$ cat src/rtl/width_arb_in_fifo.sv
// First-word-fall-through input buffer ahead of the width converter.
// Occupancy comes from extra-bit pointers; almost_full and count depend only on registered state.
module width_arb_in_fifo #(
    parameter int DATA_WIDTH = 10,
    parameter int DEPTH      = 8,
    parameter int AF_THRESH  = 6
) (
    input  logic                        clk,
    input  logic                        rst,
    input  logic                        flush,
    input  logic                        in_valid,
    input  logic [DATA_WIDTH-1:0]       in_data,
    output logic                        in_ready,
    output logic                        out_valid,
    output logic [DATA_WIDTH-1:0]       out_data,
    input  logic                        out_ready,
    output logic [$clog2(DEPTH):0]      count,
    output logic                        almost_full
);

    localparam int ADDR_W = $clog2(DEPTH);
    localparam int PTR_W  = ADDR_W + 1;

    logic [PTR_W-1:0]      wr_ptr;
    logic [PTR_W-1:0]      rd_ptr;
    logic [DATA_WIDTH-1:0] mem [DEPTH];
    logic                  full;
    logic                  empty;
    logic                  push;
    logic                  pop;

    assign full  = (wr_ptr[ADDR_W] != rd_ptr[ADDR_W]) &&
                   (wr_ptr[ADDR_W-1:0] == rd_ptr[ADDR_W-1:0]);
    assign empty = (wr_ptr == rd_ptr);

    // Flush and reset swallow any same-cycle handshake; in_ready is not lowered for it.
    assign push = in_valid && !full && !flush && !rst;
    assign pop  = out_ready && !empty && !flush && !rst;

    assign in_ready    = !full;
    assign out_valid   = !empty;
    assign out_data    = mem[rd_ptr[ADDR_W-1:0]];
    assign count       = wr_ptr - rd_ptr;
    assign almost_full = (count >= PTR_W'(AF_THRESH));

    always_ff @(posedge clk) begin
        if (rst || flush) begin
            wr_ptr <= '0;
            rd_ptr <= '0;
        end else begin
            if (push) begin
                wr_ptr <= wr_ptr + PTR_W'(1);
            end
            if (pop) begin
                rd_ptr <= rd_ptr + PTR_W'(1);
            end
        end
    end

    // Storage is never cleared; out_data is meaningless while out_valid is low.
    always_ff @(posedge clk) begin
        if (push) begin
            mem[wr_ptr[ADDR_W-1:0]] <= in_data;
        end
    end

endmodule

$ cat config.mk
export PLATFORM = sky130hd
export DESIGN_NAME = width_arb_in_fifo
export DESIGN_NICKNAME = d
export VERILOG_FILES = /design/src/rtl/width_arb_in_fifo.sv
export SDC_FILE = /design/constraint.sdc
export NUM_CORES = 1
export LEC_CHECK = 0
export ABC_AREA = 1
export BUFFER_PORTS_ARGS = -buffer_cell sky130_fd_sc_hd__buf_4
export CAP_MARGIN = 20
export CORE_ASPECT_RATIO = 1.25
export CORE_UTILIZATION = 63
export DETAILED_ROUTE_END_ITERATION = 6
export PLACE_DENSITY = 0.83
export SLEW_MARGIN = 30
export SYNTH_ARGS = -nofsm -noshare
export SYNTH_HDL_FRONTEND = slang
export SYNTH_SLANG_ARGS = --single-unit
$ cat constraint.sdc
create_clock -name clk -period 6.05 [get_ports clk]
set_input_delay 0.3025 -clock clk [delete_from_list [all_inputs] [get_ports clk]]
set_output_delay 0.3025 -clock clk [all_outputs]
set_load 0.005 [all_outputs]
# Yosys cells after proc, flatten, opt, wreduce, memory -nomap -nowiden

Memory sizes are Yosys's and may differ from the RTL's. A register that Yosys moved wholly into a read port is not among the register bits.
Index checks and enable logic that the tools add are counted.
Widths: inputs -> output; s select.

$add $sub $neg: 3
$lt $le $gt $ge: 1
Equal/unequal tests: 3
Muxes and demuxes: 4
Reductions and logical operators: 12

Operators with widths:

| operator            | count |
|---|---|
| $add 4x1->4 const B | 2 |
| $logic_and 1x1->1   | 7 |
| $mux 3              | 2 |
| $eq 4x4->1          | 1 |
| $ge 4x3->1 const B  | 1 |
| $logic_not 1->1     | 4 |
| $sub 4x4->4         | 1 |
| $eq 3x3->1          | 1 |
| $mux 1              | 2 |
| $logic_or 1x1->1    | 1 |
| $ne 1x1->1          | 1 |

Flip-flop bits (word level): 8
Memory bits (writable): 80
Bits of input ports: 15
Output and inout bits: 17
Word-level logic and storage cells: 26
Memories kept: 1

Memories:

| name | words | bits a word | read ports | clocked after memory_dff | wr ports | RTL line | source |
|---|---|---|---|---|---|---|---|
| mem  | 8     | 10          | 1          | 1                        | 1        | 26       | `logic [DATA_WIDTH-1:0] mem [DEPTH];` |

# Depth between registers and ports, before layout

Depth in word-level cells: 8
Gate-level depth with buffers: 8
Gate-level depth less buffers: 8

# Least setup slack after synthesis

Ideal clock, no wire load.

Path type: reg2reg
From: reg wr_ptr[0]
To: mem mem[0][0] (enable)
Setup time: 0.376 ns
Arrival time: 1.652 ns
Path slack: 4.022 ns
Cell stages (with the launch flop): 8
Cell sequence: dfxtp_1 > inv_1 > ha_1 > inv_1 > nor2_4 > nand2_4 > nand3_4 > nor2_1

Word-level cells in the longest chain between the ends: 8

Ends and longest elaborated chain:

| item                           | RTL line | source |
|---|---|---|
| start: declaration             | 24       | `logic [PTR_W-1:0] wr_ptr;` |
| start signal: assignment       | 52       | `wr_ptr <= wr_ptr + PTR_W'(1);` |
| $eq 3x3->1                     | 33       | `(wr_ptr[ADDR_W-1:0] == rd_ptr[ADDR_W-1:0]);` |
| $logic_and 1x1->1              | 32       | `assign full = (wr_ptr[ADDR_W] != rd_ptr[ADDR_W]) &&` |
| $logic_not 1->1                | -        |  |
| via in_ready                   | 13       | `output logic in_ready,` |
| $logic_and 1x1->1 (3 in a row) | 37       | `assign push = in_valid && !full && !flush && !rst;` |
| $mux 1                         | 62       | `if (push) begin` |
| $mux 1 (not written as such)   | 63       | `mem[wr_ptr[ADDR_W-1:0]] <= in_data;` |
| end: declaration               | 26       |  |

The timed path passes the listed nets, and every way through them passes these cells.

# Worst setup path in the final report

From: reg wr_ptr[0]
To: mem mem[3][9] (enable)

Word-level cells in the longest chain between the ends: 8

Ends and longest elaborated chain:

| item                           | RTL line |
|---|---|
| $eq 3x3->1                     | 33 |
| $logic_and 1x1->1              | 32 |
| $logic_not 1->1                | 37 |
| $logic_and 1x1->1 (3 in a row) | 37 |
| $mux 1                         | 62 |
| $mux 1 (not written as such)   | 63 |

Parallel ways exist; a longest one is shown, timed or not.

==> flow_summary_export.csv <==
group,metric,value,unit
final_layout,final_net_count,392,
routing,first_iter_violations,275,
final_layout,layout.filler_cells,400,
pwr,powerDensity,247.0,mW/mm^2
clock_network,clock_tree.buffer_depth,2,
timing,slew_headroom,34.35,%
clock_network,cts_tree,"built",
setup_path,worst_path_largest_cell_delay,0.76,ns
placed_design,place_inst,442,
clock_network,clkLatencyLatePin,0.36,ns
logic_synthesis,yosysMostFrequentCell,"edfxtp_1",
floorplan,die_height,89.59,um
routing,drc,0,
setup_path,worstPathRequired,6.02,ns
timing,post_route_skew,0.01349,ns
logic_synthesis,ys_dominant_reg_cell,"edfxtp_1",
logic_synthesis,synthTopCellsByArea,"edfxtp_1 (62%), nor2_1 (6.2%), dfxtp_1 (5.7%), o21ai_0 (5.7%), nand2_1 (5.0%)",
placed_design,dp_hpwl,4928,um
setup_path,crit_path_top_delay_cell,"nor3_2",
flow_run,max_cap_violations,0,
clock_network,clock_tree.htree_level_count,3,
routing,wl_per_cell,16.79,um
timing,max_freq,399.2,MHz
logic_synthesis,yosysSeqAreaShare,67.83,%
clock_network,clock_tree.root_cell,"clkbuf_8",
floorplan,row_count,31,
final_layout,antenna_cells,0,
setup_path,critical_path.startpoint_type,"register",
timing,setup_violations,0,
final_layout,total_area_of_multi_input_combinational_cells,0.001146,sq mm
pwr,share_clk_of_total_power,32.5,%
timing,rsz0062_at_grt,"no",
setup_path,rrSetupSlack,3.54,ns
final_layout,syn2layout_area_growth,12.17,%
logic_synthesis,async_flop_share,0,%
logic_synthesis,ys_seq_elements,91,
logic_synthesis,cell_type_contributing_the_most_total_cell_area_after_synthesis,"edfxtp_1",
timing,timing.final.max_slew_violations,0,
logic_synthesis,yosys.area.top_type_share,62.14,%
routing,number_of_antenna_violating_nets_in_the_routed_design,0,
pwr,p_sw_share,20.94,%
status,result_of_the_run,"completed",
pwr,peakVddDrop,0.0001418,V
clock_network,clkSlewWorstSetupHoldPaths,0.09,ns
logic_synthesis,synth_cell_type_count,30,
pwr,switchingPower,0.0002244,W
logic_synthesis,synth-edff-count,80,
floorplan,ios,32,
global_routing,number_of_global_route_vias_before_repair,2496,
logic_synthesis,netlist_instances,342,
global_routing,grt_remaining_overflow,0,
timing,min_period_over_period,41.41,%
final_layout,layout.cells.non_filler,458,
floorplan,floorplan.core_area,0.005857,sq mm
logic_synthesis,synth_fp_nets,363,
min_path,worst_hold_path_type,"input port to register",
timing,timing_hold_violations_final,0,
clock_network,cts_post_setup_buffers_inserted,0,
setup_path,path_buf_inv,2,
pwr,share_comb_of_total_power,3.6,%
setup_path,critical_path.cell_chain,"inv_1, ha_1, inv_1, nor2_4, nand2_4, nand2_4, nor3_2",
global_routing,initial_antenna_violation_count,0,
clock_network,cts_inserted_buffers,9,
pwr,cell_internal_pwr,0.0008469,W
logic_synthesis,synthesis.area_per_instance,11.30,sq um
setup_path,worst_path_dominant_cell_family,"simple AND/OR/NAND/NOR gates",
global_routing,grt_start_max_net_pins,42,
floorplan,floorplan.initialDensity,66.01,%
placed_design,globalplace.congestion,0.7784,
setup_path,worst-endpoint-arrival,2.48,ns
clock_network,cts_hold_buffers,0,
floorplan,chipWidth,72.07,um
routing,postRouteWirelength,7692,um
global_routing,grt_use_total,26.25,%
clock_network,post_cts_resized,0,
routing,detailedRoute.firstPassIterationCount,4,
timing,worstMarginPinSlew,0.9794,ns
logic_synthesis,post_synth_instance_area,0.003866,sq mm
final_layout,ff_latch_area,0.002624,sq mm
pwr,overall_power_of_the_completed_layout,0.001071,W
logic_synthesis,synth_common_cells,"edfxtp_1 (80), nor2_1 (64), nand2_1 (52)",
routing,vias,2566,
floorplan,die_footprint,0.006456,sq mm
logic_synthesis,yosysWarnings,0,
timing,fin_setup_tns,0,ns
global_routing,first_pass_grt_wire_length,12050,um
timing,min_period,2.505,ns
pwr,pwr-share-seq,63.9,%
setup_path,critical_path.endpoint_type,"register",
placed_design,place.port_buffers,31,
routing,post_dr_vias_cell,5.603,
pwr,leakage,1.614,nW
setup_path,worst-setup-path-type,"register to register",
final_layout,layout-drive-gt1-share,17.55,%
clock_network,cts.sink_count,91,
setup_path,worstPathMaxFanout,10,
-- layout make-up --
type | count | area share, %
well taps | 82 | 2.366
flip-flops and latches | 91 | 60.50
clock inverters | 6 | 0.9233
multi-input cells | 222 | 26.43
repair buffers | 32 | 5.540
inverters | 15 | 1.298
clock buffers | 10 | 2.943
-- metal layers --
layer	vias up	GRT usage, %	wire [um]
li1	1241	-	-
met1	1214	31.88	2976
met2	94	46.39	4115
met3	17	3.237	417
met4	0	13.73	181
met5	-	0	0
-- cell families (layout without fill, tap and decap cells) --
group,Yosys count,after routing,share of synthesized area [%]
simple gates,143,143,16.83
compound gates,69,69,9.029
flops,91,91,67.83
fa+ha+maj,6,6,2.136
buf+inv,29,63,3.269
xor+xnor,4,4,0.9063
-- power groups by stage --
stage	Clock, W	Sequential, W	Combinational, W
6_report	0.000348	0.000685	0.0000384
5_1_grt	0.000376	0.000685	0.0000424
4_1_cts	0.000353	0.000685	0.0000378
3_5_place_dp	0	0.000699	0.0000376
3_3_place_gp	0	0.000699	0.0000361
2_1_floorplan	0	0.000699	0.0000167
-- stage by stage --
stage | util [%] | setup WS (ns) | instance area, sq um | hold WS, ns
after floorplan | - | 4.022 | 3866 | 0.4014
after global placement | 70.67 | 3.663 | 4139 | 0.5067
after detailed placement | 70.69 | 3.534 | 4140 | 0.5276
after CTS | 73.55 | 3.516 | 4308 | 0.1642
after global routing | 74.04 | 3.388 | 4337 | 0.1759
final | 74.04 | 3.545 | 4337 | 0.1801
-- flip-flops by register name, indices dropped and copies added (netlist names), named ones only --
name / flops
wr_ptr: 4
rd_ptr: 4
mem: 80
-- path summary, 6_finish.rpt --
path / start / to / depth (start not counted)
setup / recovery: wr_ptr[0] / mem[3][9] / 7
hold reg to reg: rd_ptr[3] / rd_ptr[3] / 2
hold / removal: in_data[6] / mem[4][6] / 1
setup reg to reg: wr_ptr[0] / mem[3][9] / 7
-- placed cells by master (no fill, tap or decap), types with 2 or more instances in the layout --
cell and count:
edfxtp_1 80, nor2_1 60, nand2_1 52, o21ai_0 44, buf_4 32, o21ai_1 19
inv_1 13, nand3_1 11, dfxtp_1 10, clkbuf_8 9, a21oi_1 5, ha_1 5
nor2_2 4, nand2_2 3, xor2_1 3, nor3_4 3, clkinvlp_4 3, clkinv_1 2
nor2_4 2, nand2_4 2, nand4_1 2
Note: power is estimated with default switching activity, not from simulation.
